<file path="config.mk">
export PLATFORM = sky130hd
export DESIGN_NAME = dds_sweep_ctrl
export DESIGN_NICKNAME = d
export VERILOG_FILES = /design/src/rtl/dds_sweep_ctrl.sv
export SDC_FILE = /design/constraint.sdc
export NUM_CORES = 1
export LEC_CHECK = 0
export CORE_UTILIZATION = 56
export CTS_CLUSTER_DIAMETER = 120
export DETAILED_ROUTE_END_ITERATION = 6
export PLACE_DENSITY = 0.92
export SYNTH_ARGS = -nofsm -noshare
export SYNTH_HDL_FRONTEND = slang
export SYNTH_SLANG_ARGS = --single-unit
</file>
<file path="constraint.sdc">
create_clock -name clk -period 6.25 [get_ports clk]
set_clock_uncertainty 0.2 [all_clocks]
set_input_delay 1.5625 -clock clk [delete_from_list [all_inputs] [get_ports clk]]
set_output_delay 1.5625 -clock clk [all_outputs]
set_load 0.01 [all_outputs]
</file>
<file path="src/rtl/dds_sweep_ctrl.sv">
// DDS frequency-sweep scheduler: steps fre_k from start to stop with a per-point dwell.
// Optional SWEEP_BIDIR_EN macro makes continuous mode triangular instead of sawtooth.
module dds_sweep_ctrl #(
    parameter int              FW_W    = 32,
    parameter int              DWELL_W = 24,
    parameter logic [FW_W-1:0] RST_FW  = 32'd34360
) (
    input  logic               clk,
    input  logic               rst_n,
    input  logic               start,
    input  logic               abort,
    input  logic               cont,
    input  logic [FW_W-1:0]    cfg_start,
    input  logic [FW_W-1:0]    cfg_stop,
    input  logic [FW_W-1:0]    cfg_step,
    input  logic [DWELL_W-1:0] cfg_dwell,
    output logic [FW_W-1:0]    fre_k,
    output logic               busy,
    output logic               sweep_sync,
    output logic               done,
    output logic               cfg_err
);

    localparam logic [1:0] IDLE  = 2'd0;
    localparam logic [1:0] LOAD  = 2'd1;
    localparam logic [1:0] DWELL = 2'd2;
    localparam logic [1:0] STEP  = 2'd3;

    logic [1:0]         state;
    logic [FW_W-1:0]    start_s;
    logic [FW_W-1:0]    stop_s;
    logic [FW_W-1:0]    step_s;
    logic [DWELL_W-1:0] dwell_s;
    logic               cont_s;
    logic [DWELL_W-1:0] cnt;
    logic [FW_W:0]      nxt;
    logic               top_hit;

    // One extra bit so a carry past the top of the word range counts as overshoot
    always_comb begin
        nxt     = {1'b0, fre_k} + {1'b0, step_s};
        top_hit = (step_s == '0) || (nxt > {1'b0, stop_s});
    end

`ifdef SWEEP_BIDIR_EN
    logic          dir_up;
    logic [FW_W:0] dn;
    logic          bot_hit;

    always_comb begin
        dn      = {1'b0, fre_k} - {1'b0, step_s};
        bot_hit = (step_s == '0) || dn[FW_W] || (dn[FW_W-1:0] < start_s);
    end
`endif

    always_ff @(posedge clk or negedge rst_n) begin
        if (!rst_n) begin
            state      <= IDLE;
            fre_k      <= RST_FW;
            busy       <= 1'b0;
            sweep_sync <= 1'b0;
            done       <= 1'b0;
            cfg_err    <= 1'b0;
            cnt        <= '0;
            start_s    <= '0;
            stop_s     <= '0;
            step_s     <= '0;
            dwell_s    <= '0;
            cont_s     <= 1'b0;
`ifdef SWEEP_BIDIR_EN
            dir_up     <= 1'b1;
`endif
        end else begin
            sweep_sync <= 1'b0;
            done       <= 1'b0;
            cfg_err    <= 1'b0;
            if (abort) begin
                state <= IDLE;
                busy  <= 1'b0;
            end else begin
                case (state)
                    IDLE: begin
                        if (start) begin
                            if (cfg_start <= cfg_stop) begin
                                start_s <= cfg_start;
                                stop_s  <= cfg_stop;
                                step_s  <= cfg_step;
                                dwell_s <= cfg_dwell;
                                cont_s  <= cont;
                                busy    <= 1'b1;
                                state   <= LOAD;
                            end else begin
                                cfg_err <= 1'b1;
                            end
                        end
                    end
                    LOAD: begin
                        fre_k      <= start_s;
                        sweep_sync <= 1'b1;
                        cnt        <= dwell_s;
                        state      <= DWELL;
`ifdef SWEEP_BIDIR_EN
                        dir_up     <= 1'b1;
`endif
                    end
                    DWELL: begin
                        if (cnt == '0) state <= STEP;
                        else           cnt   <= cnt - 1'b1;
                    end
                    default: begin
`ifdef SWEEP_BIDIR_EN
                        if (dir_up) begin
                            if (!top_hit) begin
                                fre_k <= nxt[FW_W-1:0];
                                cnt   <= dwell_s;
                                state <= DWELL;
                            end else if (!cont_s) begin
                                done  <= 1'b1;
                                busy  <= 1'b0;
                                state <= IDLE;
                            end else if (!bot_hit) begin
                                fre_k      <= dn[FW_W-1:0];
                                dir_up     <= 1'b0;
                                sweep_sync <= (dn[FW_W-1:0] == start_s);
                                cnt        <= dwell_s;
                                state      <= DWELL;
                            end else begin
                                state <= LOAD;
                            end
                        end else begin
                            if (!bot_hit) begin
                                fre_k      <= dn[FW_W-1:0];
                                sweep_sync <= (dn[FW_W-1:0] == start_s);
                                cnt        <= dwell_s;
                                state      <= DWELL;
                            end else if (!top_hit) begin
                                fre_k  <= nxt[FW_W-1:0];
                                dir_up <= 1'b1;
                                cnt    <= dwell_s;
                                state  <= DWELL;
                            end else begin
                                state <= LOAD;
                            end
                        end
`else
                        if (!top_hit) begin
                            fre_k <= nxt[FW_W-1:0];
                            cnt   <= dwell_s;
                            state <= DWELL;
                        end else if (cont_s) begin
                            state <= LOAD;
                        end else begin
                            done  <= 1'b1;
                            busy  <= 1'b0;
                            state <= IDLE;
                        end
`endif
                    end
                endcase
            end
        end
    end

endmodule

</file>
---- After elaboration in Yosys (flattened, before gate mapping) ----
Cells that the tools add are included.
word-level totals
  flip-flop bits (word level) ............. 183
  memory bits (read-only) ................. 0
  input bits .............................. 125
  latch bits .............................. 0
  logic and storage cells ................. 70
  memories ................................ 0
  RAM bits ................................ 0
  output and inout bits ................... 36
cells by class
  divide/modulo/power cells ............... 0
  bitwise logic cells ..................... 3
  $add $sub $neg .......................... 2
  multipliers ............................. 0
  mux-type cells .......................... 28
  shifts and indexed selects .............. 0
  magnitude comparators ................... 2
  reductions and logical operators ........ 13
  equal/unequal tests ..................... 10
operators by type and width
  kind                                                number
  one-hot mux 24 bit (3 select lines)                 1
  one-hot mux 32 bit (2 select lines)                 1
  two-way mux 24 bit                                  2
  adder 32 x 32 -> 33 bit                             1
  greater-than comparator 33 x 32 -> 1 bit            1
  <= comparator 32 bit                                1
  logical NOT 32 bit                                  1
  two-way mux 32 bit                                  1
  logical NOT 24 bit                                  1
  subtractor 24 x 1 -> 24 bit, second input constant  1
  two-way mux 1 bit                                   16
  two-way mux 2 bit                                   5
  != test 3 bit, second input constant                3
  AND reduction 4 bit                                 2
  one-hot mux 2 bit (3 select lines)                  1
  AND reduction 3 bit                                 2
  AND reduction 5 bit                                 1
  != test 2 x 1 -> 1 bit, second input constant       2
  OR reduction 2 bit                                  2
  != test 3 x 1 -> 1 bit, second input constant       1
  != test 3 x 2 -> 1 bit, second input constant       1
  inverter 1 bit                                      3
  nonzero test 3 bit                                  1
  OR reduction 3 bit                                  1
  other kinds (6)                                     6

---- Logic depth before layout (Yosys ltp) ----
Gate-level depths: netlist of the first run.
  depth after elaboration ................. 6
  gate-level depth with buffers ........... 21
  gate-level depth less buffers ........... 20

---- Least setup slack after synthesis of the first run ----
No wires, ideal clock.
  path kind ............................... reg-to-reg
  from .................................... register fre_k[7]
  to ...................................... register cnt[8]
  library setup time ...................... 126 ps
  clock period less this slack ............ 5066 ps
  cell stages (with the launch flop) ...... 21
  slack ................................... 1184 ps
  data required time ...................... 5924 ps
  arrival time ............................ 4740 ps
  path buffers ............................ 1
  cell sequence ........................... dfrtp_1 -> ha_1 -> clkbuf_1 -> a21o_1 -> a221o_1 -> a31oi_1 -> nand3_1 -> a21oi_1 -> o21ai_0 -> a31oi_1 -> xnor2_1 -> ha_1 -> nand4_2 -> nor4_2 -> nand3_1 -> o21a_1 -> and2_1 -> a311o_1 -> o31ai_4 -> nand2_2 -> a221o_1
between the ends
  word-level cells in the longest chain between the ends .. 5
RTL lines
  what                                      line  RTL
  start: declaration                        17    output logic [FW_W-1:0] fre_k,
  start signal: assignment                  98    fre_k <= start_s;
  start signal: assignment                  147   fre_k <= nxt[FW_W-1:0];
  adder 32 x 32 -> 33 bit                   41    nxt = {1'b0, fre_k} + {1'b0, step_s};
  greater-than comparator 33 x 32 -> 1 bit  42    top_hit = (step_s == '0) || (nxt > {1'b0, stop_s});
  logical OR 1 bit                          42
  != test 3 x 1 -> 1 bit (no line)          n/a
  AND reduction 4 bit (no line)             n/a
  end signal: assignment                    100   cnt <= dwell_s;
  end signal: assignment                    108   else cnt <= cnt - 1'b1;
  end signal: assignment                    148   cnt <= dwell_s;
  end: declaration                          35    logic [DWELL_W-1:0] cnt;
Every way passes these cells.
A chain may end at the register's enable or synchronous reset.

---- Worst setup path in the final report of the first run ----
  from .................................... register fre_k[8]
  to ...................................... register cnt[15]
The elaborated chain is that of the path after synthesis.

==> results of run 1 <==
## per-layer routing
layer / up-vias / share of wire / routed length [um] / GRT usage
met5: - / 0 / 0 / 0
met4: 0 / 0.040 / 1208 / 0.1461
met3: 75 / 0.068 / 2028 / 0.06237
met2: 372 / 0.49 / 14760 / 0.5297
met1: 4555 / 0.40 / 11860 / 0.3609
li1: 4259 / - / - / -
## synth_stat cells (3+ instances only)
| library cell | number |
|---|---|
| ha_1 | 102 |
| xnor2_1 | 14 |
| dfstp_2 | 6 |
| o221a_1 | 7 |
| o21a_1 | 9 |
| dfrtp_1 | 177 |
| nor3_1 | 17 |
| mux2i_1 | 57 |
| buf_4 | 6 |
| a31oi_1 | 16 |
| a211oi_1 | 7 |
| a21o_1 | 30 |
| buf_2 | 13 |
| nor2b_1 | 6 |
| clkbuf_1 | 17 |
| a221oi_1 | 4 |
| nor4_1 | 13 |
| nand2b_1 | 9 |
| nor4_2 | 3 |
| nand2_1 | 72 |
| or2_2 | 6 |
| xor2_1 | 13 |
| nand4_1 | 10 |
| nand3_1 | 31 |
| and3_1 | 7 |
| and2_1 | 4 |
| nor2_1 | 48 |
| mux2_2 | 92 |
| a2111oi_0 | 3 |
| inv_1 | 85 |
| o31ai_1 | 6 |
| a21oi_1 | 51 |
| or3_1 | 12 |
| o21bai_1 | 4 |
| o211ai_1 | 10 |
| a221o_1 | 11 |
| o21ai_0 | 67 |
## state kept, by name (all words and copies together), names as in the netlist
name / cells
state: 2
cnt: 24
sweep_sync: 1
cfg_err: 1
busy: 1
start_s: 32
fre_k: 32
dwell_s: 24
step_s: 32
done: 1
cont_s: 1
stop_s: 32
## power by group
group          total (mW)  switching [mW]  internal [mW]
Combinational        4.94            2.78           2.16
Sequential           2.32           0.516           1.80
Clock               0.998           0.486          0.512
Total                8.25            3.78           4.47
## cells by family (layout without fill, tap and decap cells)
family	count (synthesis)	after routing	share of synthesized area
xor+xnor	27	27	0.02116
mux	149	149	0.1438
simple gates	249	249	0.1129
fa+ha+maj	103	103	0.1160
compound gates	252	252	0.1517
buf+inv	121	286	0.04411
flops	183	183	0.4104
## area by class of cell
type | count | area share
clock inverters | 13 | 0.007276
well taps | 265 | 0.02441
clock buffers | 18 | 0.03159
multi-input cells | 780 | 0.4502
flip-flops and latches | 183 | 0.3377
repair buffers | 170 | 0.1254
inverters | 85 | 0.02349
## worst paths after layout
check | from | to | cells after the start
setup reg to reg | fre_k[8] | cnt[15] | 20
min in group asynchronous | rst_n | dwell_s[16] | 1
max in group asynchronous | rst_n | fre_k[15] | 2
hold reg to reg | start_s[27] | start_s[27] | 1
hold / removal | start_s[27] | start_s[27] | 1
setup / recovery | fre_k[8] | cnt[15] | 20
## through the flow
stage / util / hold WS [ps] / total power, mW / setup slack, ps
floorplan: - / 244.4 / 5.627 / 1184
global placement: 0.6686 / 275.7 / 6.843 / 500.3
detailed placement: 0.6686 / 293.6 / 7.069 / 443.5
CTS: 0.6956 / 308.2 / 8.163 / 354.6
global route: 0.6957 / 317.0 / 8.822 / 13.59
finish: 0.6957 / 308.9 / 8.250 / 280.0
## worst reg2reg max path: cells and delay by family, from the launching register on
kind | cells | cell delay, ps
adder cells (fa/ha/maj) | 2 | 710
AO/OA/AOI/OAI | 11 | 3040
AND/OR/NAND/NOR | 6 | 1220
flip-flops | 1 | 440
buffers and inverters | 1 | 250
==> results by group, run 1 <==
Synth
  • Synth Register Bits: 183
  • Top cells by area, synth: dfrtp_1 40%, ha_1 11%, mux2_2 9.3%
  • Top_reg_cell synth: dfrtp_1
  • Post-synth top area cell: dfrtp_1
  • Ys async rst share: 1.000
  • Post-synth top area share: 0.3963
  • Syn_nets: 1312
  • Post-Synthesis Cells: between 1000 and 1500
  • Sequential fraction of the synthesis area: 0.4104
  • Syn_area_per_cell: 10.31 sq um
  • Cell Area, Synth: 0.01118 sq mm
  • Yosys Warn Count: 0
  • Yosys cell types: 65
  • Post-synth EDFFs: 0

Clocking
  • Hold-fix buffers, CTS: 0
  • Clock transition at path regs: approximately 70 ps
  • Num CTS Buffers: 17
  • Setup Buffers After CTS: 0
  • Root Buffer: clkbuf_16
  • Later-pin clock latency in the skew report: 440 ps
  • Clock sinks: between 150 and 200
  • TritonCTS clock tree: yes
  • Post-CTS sizing: 0
  • Max clock buf depth: 2
  • H-Tree Depth: 4

Power
  • Peak VDD IR: around 0.38 mV
  • Leakage: 6.350 nW
  • Pwr dens: 607.4 mW/mm^2

Finish
  • Total Nets Final: between 1000 and 1500
  • Filler cells: 1423
  • Multi-input gate area: between 0.006 and 0.007 sq mm
  • Share of layout cells above drive strength 1: 0.1281
  • Layout Cells excl Fill: about 1500
  • Finished Cell Area: 0.01358 sq mm
  • Most common cell after layout, fill and taps aside: dfrtp_1
  • Most frequent cells in the layout: 177 x dfrtp_1, 159 x clkdlybuf4s50_1, 101 x ha_1, 92 x mux2_2, 85 x inv_1
  • Storage element area: 0.004587 sq mm
  • Area Growth Syn to Fin: 21.55%
  • N_diodes: 0

Worst setup path
  • CP Data Required Time: ~6400 ps
  • Crit path DAT: about 6000 ps
  • Critical path cell sequence: ha_1 -> o21a_1 -> a221o_1 -> a31oi_1 -> nand3_1 -> a211oi_1 -> o21ai_0 -> nor3b_1 -> or3_1 -> ha_1 -> a21o_1 -> a21oi_1 -> nor2b_1 -> o211ai_1 -> and2_1 -> a311oi_1 -> a31o_2 -> buf_4 -> nand2_1 -> o21ai_0
  • Crit. End Element: register
  • Slowest-stage cell, CP: a311oi_1
  • Crit-path leading delay family: compound AO/OA/AOI/OAI gates
  • Internal reg-to-reg setup slack: between 200 and 300 ps
  • CP max stage delay: 580 ps
  • CP max FO: 12
  • CP Launch Type: register
  • Crit Path Class: register to register
  • WP buf/inv: 1

Timing
  • Final critical-path share of the clock period: 0.9552
  • Tightest Pin Transition: 1284 ps
  • Rel. slew slack: 0.1377
  • Tmin final: 5970 ps
  • RSZ-0062 raised after global routing: no
  • Slew Limit Fails: 0
  • Final setup fails: 0
  • Setup TNS: 0 ps
  • Hold Violations, Final: 0
  • F_max: 0.1675 GHz

Routing
  • DRT Pass-1 Iters: 7
  • Routed WL per cell: just under 20 um
  • Post-route DRC: 0
  • Mean number of vias per cell: 6.117
  • WL final: roughly 30 mm
  • DR iter-0 viols: 669
  • Antenna-violating nets left: 0
  • Vias: 9261

Floorplanning
  • Core Box Area: 0.01953 sq mm
  • Io pins: about 160
  • Die area: 0.02052 sq mm
  • Rows: between 50 and 60
  • DIE WIDTH: 143.3 um
  • Initial Util: 0.5723
  • Chip Height: around 140 um

GRT
  • GR Overflow Total: 0
  • First-pass GRT wire length: 47.64 mm
  • Antenna violations before repair: 0
  • GRT Util Overall: 0.3052
  • Largest net degree at the start of global routing: 109
  • Vias in the first global route: 9362

Placed design
  • Detail Placement HPWL: ~22 mm
  • Post-place instance area: ~0.013 sq mm
  • Dpl cells: about 1500
  • Placer Congestion: 0.9410
  • IO Port Bufs: 160

Run
  • Max-cap viol count: 0

Min path
  • Worst min path class: register to register

Outcome
  • Run status: complete, no violations
No activity file was read; power rests on OpenSTA's default activity.
==> inputs of run 2 (changes only) <==
CORE_ASPECT_RATIO = 0.7   (was not set)
GPL_TIMING_DRIVEN = 0   (was not set)
PLACE_DENSITY = not set   (was 0.92)
PLACE_DENSITY_LB_ADDON = 0.15   (was not set)
==> run 2 against run 1 <==
  * Clock power rose by 10%
  * Cell count rose by 2.0%
  * Total power rose by 2.8%
  * Register-to-register slack improved by 20 ps
  * First-iteration DRC count rose by 19%
  * Critical path depth did not move
  * Count of clock-buffer cells in the layout rose by 2
  * Sequential power barely moved
  * Critical endpoint is now cnt[13]
  * Largest power group unchanged
==> results by group, run 2 (same netlist as run 1, synthesis figures left out) <==
Worst setup path
  • Crit-path leading delay family: compound AO/OA/AOI/OAI gates
  • Slowest-stage cell, CP: a21oi_1
  • Crit path from: step_s[7]
  • WP buf/inv: 2 (+1)
  • Crit path DAT: 6070 ps (-50 ps)
  • Reg2reg end: cnt[13]
  • Internal reg-to-reg setup slack: 300 ps (+20 ps)
  • Critical path endpoint: cnt[13]
  • CP max FO: 7 (-5)
  • Crit. End Element: register
  • CP Data Required Time: 6370 ps (-30 ps)
  • FF-to-FF Start: step_s[7]
  • CP Launch Type: register
  • CP max stage delay: 460 ps (-120 ps)
  • Crit Path Class: register to register
  • Critical path cell sequence: ha_1 -> clkbuf_1 -> nand2_1 -> o21ai_0 -> a2111oi_0 -> a21oi_1 -> a31oi_1 -> o31ai_1 -> a21oi_1 -> xnor2_1 -> ha_1 -> a21oi_1 -> nor2b_1 -> o211ai_1 -> and2_1 -> a311o_1 -> o31ai_4 -> buf_4 -> o211ai_1 -> a221o_1
  • Reg2reg path depth: 20 (unchanged)
  • Most frequent CP cell: a21oi_1
  • Cell count along the critical path: 20 (unchanged)

Placed design
  • IO Port Bufs: 160 (unchanged)
  • Detail Placement HPWL: 23.84 mm (+7.5%)
  • Dpl cells: 1509 (+1.8%)
  • Pre-CTS setup slack: 32.14 ps (-411.4 ps)
  • Placer Congestion: 0.9508 (+1.0%)

Routing
  • Routed WL per cell: 20.16 um (+2.2%)
  • Mean number of vias per cell: 5.999 (-1.9%)
  • WL final: 31.15 mm (+4.3%)
  • Antenna-violating nets left: 0 (unchanged)
  • Vias: 9269 (+0.086%)
  • Post-route DRC: 0 (unchanged)
  • DRT Pass-1 Iters: 5 (-2)
  • DR iter-0 viols: 794 (+19%)

GRT
  • Antenna violations before repair: 0 (unchanged)
  • Largest net degree at the start of global routing: 97 (-11%)
  • First-pass GRT wire length: 48.22 mm (+1.2%)
  • Vias in the first global route: 8942 (-4.5%)
  • GR Overflow Total: 0 (unchanged)
  • GRT Util Overall: 0.3137 (+0.008479)

Clocking
  • Hold-fix buffers, CTS: 0 (unchanged)
  • Clock sinks: 183 (unchanged)
  • Max clock buf depth: 2 (unchanged)
  • Num CTS Buffers: 17 (unchanged)
  • Clock transition at path regs: 80 ps (about the same)
  • H-Tree Depth: 4 (unchanged)
  • Root Buffer: clkbuf_16
  • TritonCTS clock tree: yes
  • Later-pin clock latency in the skew report: 440 ps (about the same)

Power
  • Peak VDD IR: 0.3491 mV (-8.2%)
  • Leakage: 6.449 nW (+1.6%)
  • Pwr dens: 614.9 mW/mm^2 (+1.2%)

Finish
  • Multi-input gate area: 0.006113 sq mm (about the same)
  • Most frequent cells in the layout: 177 x dfrtp_1, 159 x clkdlybuf4s50_1, 102 x ha_1, 92 x mux2_2, 85 x inv_1
  • Share of layout cells above drive strength 1: 0.1366 (+0.008510)
  • Storage element area: 0.004587 sq mm (unchanged)
  • Filler cells: 1455 (+2.2%)
  • N_diodes: 0 (unchanged)
  • Area Growth Syn to Fin: 23.41%
  • Layout Cells excl Fill: 1545 (+2.0%)
  • Total Nets Final: 1496 (+2.1%)
  • Most common cell after layout, fill and taps aside: dfrtp_1

Floorplanning
  • Core Box Area: 0.01923 sq mm (-1.5%)
  • DIE WIDTH: 170.8 um (+19%)
  • Initial Util: 0.5811 (+0.008713)
  • Rows: 42 (-18%)
  • Chip Height: 120.2 um (-16%)
  • Io pins: 161 (unchanged)
  • Die area: 0.02053 sq mm (about the same)

Timing
  • Final worst slack: 303.3 ps (+23.29 ps)
  • Final setup fails: 0 (unchanged)
  • Final critical-path share of the clock period: 0.9515 (-0.003726)
  • Tightest Pin Transition: 1005 ps (-278.3 ps)
  • F_max: 0.1682 GHz (+0.39%)
  • Hold Violations, Final: 0 (unchanged)
  • Tmin final: 5947 ps (-23.29 ps)
  • Slew Limit Fails: 0 (unchanged)
  • RSZ-0062 raised after global routing: no
  • Rel. slew slack: 0.3299 (+0.1921)

Outcome
  • Run status: complete, no violations

Min path
  • Worst min path class: register to register
  • Hold Path Depth: 1 (unchanged)

Run
  • Max-cap viol count: 0 (unchanged)
==> run 2: changes by cell type in the layout (fill, tap and decap cells not counted), sizes merged <==
cell	before	now
clkbuf	18	37
bufinv	0	1
buf	11	25
clkinvlp	3	1
inv	91	90
clkinv	4	5
==> run 2: how the worst min path moves through the flow <==
stage                     slack (ps)         from          end
final                            300  dwell_s[22]      cnt[22]
after global routing             330     fre_k[4]     fre_k[4]
after CTS                        310  dwell_s[22]      cnt[22]
after detailed placement         290  start_s[15]  start_s[15]
after global placement           280  dwell_s[23]      cnt[23]
after floorplan                  240  dwell_s[15]      cnt[15]
==> run 2: final cells by class <==
cell class / instances / area share
buffer: 36 / 0.01261
sequential: 183 / 0.3326
clock buffer: 20 / 0.03384
timing repair buffer: 165 / 0.1207
inverter: 85 / 0.02313
tap: 264 / 0.02395
multi-input combinational: 780 / 0.4433
clock inverter: 12 / 0.009979
==> run 2: layer usage <==
| layer | routed length (um) | up-vias | track usage |
|---|---|---|---|
| met3 | 3123 | 38 | 0.06514 |
| met4 | 365 | 0 | 0.08594 |
| met2 | 12970 | 428 | 0.4495 |
| li1 | - | 4327 | - |
| met1 | 14700 | 4476 | 0.4769 |
| met5 | 0 | - | 0.005115 |
==> run 2: timing repair <==
action,in CTS,in global routing
pin swaps,0,1
buffers inserted,0,3
gates resized for setup,1,2
endpoints found under the setup margin,8,28
gates cloned,0,0
==> run 2: power breakdown <==
group | switching [mW] | internal [mW]
sequential | 0.501 | 1.80
clock | 0.508 | 0.597
combinational | 2.87 | 2.21
==> run 2: per-stage QoR <==
| step | cell area [sq um] | hold slack [ps] | utilization | power [mW] | TNS [ps] |
|---|---|---|---|---|---|
| after floorplan | 11180 | 244.4 | - | 5.627 | 0 |
| after global placement | 13110 | 284.4 | 0.6815 | 6.979 | -750270 |
| after detailed placement | 13140 | 293.7 | 0.6832 | 7.128 | 0 |
| after CTS | 13750 | 305.6 | 0.7149 | 8.308 | 0 |
| after global routing | 13790 | 326.2 | 0.7171 | 9.104 | 0 |
| final | 13790 | 302.8 | 0.7171 | 8.480 | 0 |
==> inputs of run 3 (changes only) <==
CELL_PAD_IN_SITES_DETAIL_PLACEMENT = 0   (was not set)
CELL_PAD_IN_SITES_GLOBAL_PLACEMENT = 1   (was not set)
CORE_UTILIZATION = 35   (was 56)
==> run 3 against run 2 <==
  * Sequential power is essentially flat
  * Design area grew 1.2%
  * Maximum frequency grew 0.31%
  * Largest power group unchanged
  * Via count shrank 3.5%
  * Combinational power is essentially flat
  * Cell count grew 9.9%
==> results by group, run 3 (same netlist as run 1, synthesis figures left out) <==
Placed design
  • Detail Placement HPWL: 26.97 mm (+13%)
  • Placer Congestion: 0.8489 (-11%)
  • Dpl cells: 1665 (+10%)
  • IO Port Bufs: 160 (unchanged)

Finish
  • N_diodes: 0 (unchanged)
  • Total Nets Final: 1495 (-0.067%)
  • Area Growth Syn to Fin: 24.89%
  • Layout Cells excl Fill: 1698 (+9.9%)
  • Share of layout cells above drive strength 1: 0.1362 (-0.0004618)
  • Most frequent cells in the layout: 177 x dfrtp_1, 159 x clkdlybuf4s50_1, 102 x ha_1, 92 x mux2_2, 85 x inv_1
  • Most common cell after layout, fill and taps aside: dfrtp_1

Worst setup path
  • Crit-path leading delay family: compound AO/OA/AOI/OAI gates
  • CP Launch Type: register
  • CP Data Required Time: 6390 ps (+20 ps)
  • WP buf/inv: 1 (-1)
  • Slowest-stage cell, CP: nor4_2
  • CP max FO: 4 (-3)
  • Critical path cell sequence: ha_1 -> fa_1 -> a21oi_1 -> nor2_1 -> or2_2 -> a21oi_1 -> o21ai_0 -> xor2_1 -> ha_1 -> nand4_1 -> nor4_2 -> nand3_1 -> o21a_1 -> and2_1 -> a311o_1 -> o31ai_4 -> buf_4 -> o211ai_1 -> a221o_1
  • CP max stage delay: 570 ps (+110 ps)
  • Crit Path Class: register to register
  • Reg2reg path depth: 19 (-5.0%)
  • Crit. End Element: register
  • Crit path DAT: 6060 ps (about the same)
  • Cell count along the critical path: 19 (-5.0%)

Routing
  • DR iter-0 viols: 530 (-33%)
  • DRT Pass-1 Iters: 5 (unchanged)
  • Post-route DRC: 0 (unchanged)
  • Routed WL per cell: 20.20 um (+0.19%)
  • WL final: 34.30 mm (+10%)
  • Antenna-violating nets left: 0 (unchanged)
  • Vias: 8945 (-3.5%)
  • Mean number of vias per cell: 5.268 (-12%)

Min path
  • Hold Path Depth: 1 (unchanged)
  • Worst min path class: register to register

Clocking
  • Hold-fix buffers, CTS: 0 (unchanged)
  • Root Buffer: clkbuf_16
  • Num CTS Buffers: 17 (unchanged)
  • Clock sinks: 183 (unchanged)
  • Max clock buf depth: 2 (unchanged)
  • Later-pin clock latency in the skew report: 450 ps (about the same)
  • TritonCTS clock tree: yes
  • Clock transition at path regs: 70 ps (about the same)
  • H-Tree Depth: 4 (unchanged)

GRT
  • First-pass GRT wire length: 52.48 mm (+8.8%)
  • Antenna violations before repair: 0 (unchanged)
  • Vias in the first global route: 8809 (-1.5%)
  • GR Overflow Total: 0 (unchanged)
  • GRT Util Overall: 0.2161 (-0.09750)
  • Largest net degree at the start of global routing: 115 (+19%)

Timing
  • Slew Limit Fails: 0 (unchanged)
  • Hold Violations, Final: 0 (unchanged)
  • Rel. slew slack: 0.2632 (-0.06666)
  • Tightest Pin Transition: 1105 ps (+99.99 ps)
  • Hold Slack: 308.3 ps (+5.469 ps)
  • RSZ-0062 raised after global routing: no
  • Final setup fails: 0 (unchanged)
  • F_max: 0.1687 GHz (+0.31%)
  • Final critical-path share of the clock period: 0.9486 (-0.002915)
  • Tmin final: 5928 ps (-18.22 ps)

Floorplanning
  • DIE WIDTH: 215.6 um (+26%)
  • Io pins: 161 (unchanged)
  • Chip Height: 151.5 um (+26%)
  • Core Box Area: 0.03128 sq mm (+63%)
  • Initial Util: 0.3573 (-0.2238)
  • Rows: 54 (+29%)
  • Die area: 0.03266 sq mm (+59%)

Power
  • Pwr dens: 606.4 mW/mm^2 (-1.4%)
  • Final Total Pwr: 8.463 mW (-0.20%)
  • Leakage: 6.439 nW (-0.16%)
  • Peak VDD IR: 0.1861 mV (-47%)

Run
  • Max-cap viol count: 0 (unchanged)

Outcome
  • Run status: complete, no violations
[run 3: cell count changes in the layout (fill, tap and decap cells not counted), moves of 2 or more]
| cell | delta |
|---|---|
| clkbuf_2 | +2 |
| clkinv_2 | +5 |
| clkinv_4 | -3 |
| inv_6 | -3 |
| inv_8 | -2 |
[run 3: final timing paths]
path                        startpoint           to  slack (ps)
setup / recovery              fre_k[0]      cnt[13]         320
hold / removal             dwell_s[18]  dwell_s[18]         310
setup reg to reg              fre_k[0]      cnt[13]         320
hold reg to reg            dwell_s[18]  dwell_s[18]         310
max in group asynchronous        rst_n       cnt[2]        3980
min in group asynchronous        rst_n    step_s[9]         860
[run 3: through the flow]
stage            util  setup WS (ps)  setup TNS (ps)  instance area [sq um]
2_1_floorplan       -           1184               0                  11180
3_3_place_gp   0.4252          -4641         -835700                  13300
3_5_place_dp   0.4263         -180.5           -2112                  13340
4_1_cts        0.4453          14.02               0                  13930
5_1_grt        0.4462          26.45               0                  13960
6_report       0.4462          321.5               0                  13960
[run 3: what timing repair did]
action                                  in CTS  in global routing
buffers inserted                             3                  0
pin swaps                                    1                  0
gates cloned                                 0                  0
resized for setup                            0                  8
endpoints found under the setup margin      19                 59
[run 3: power by group]
part	switching [mW]	internal, mW
combinational	2.87	2.21
sequential	0.494	1.80
clock	0.481	0.614
total	3.84	4.62
[run 3: layout make-up]
class	instances	area, sq um
clock buffers	21	470.5
clock inverters	9	101.3
multi-input cells	780	6121
repair buffers	164	1657
well taps	420	525.5
inverters	85	319.1
fillers	2998	17330
plain buffers	36	176.4
flip-flops and latches	183	4587
[run 3: worst reg2reg max path, cell delays in order (launching register included)]
cell      delay (ps)
dfrtp_1          440
ha_1             270
fa_1             410
a21oi_1          200
nor2_1           140
or2_2            340
a21oi_1          380
o21ai_0          220
xor2_1           200
ha_1             310
nand4_1          210
nor4_2           580
nand3_1          210
o21a_1           250
and2_1           170
a311o_1          380
o31ai_4          300
buf_4            210
o211ai_1         100
a221o_1          320
[run 3: routing by layer]
layer  wire length [um]  track usage
met5                  0            0
met4                372      0.04574
met3               1648      0.04132
met2              13920       0.3092
met1              18370       0.3325
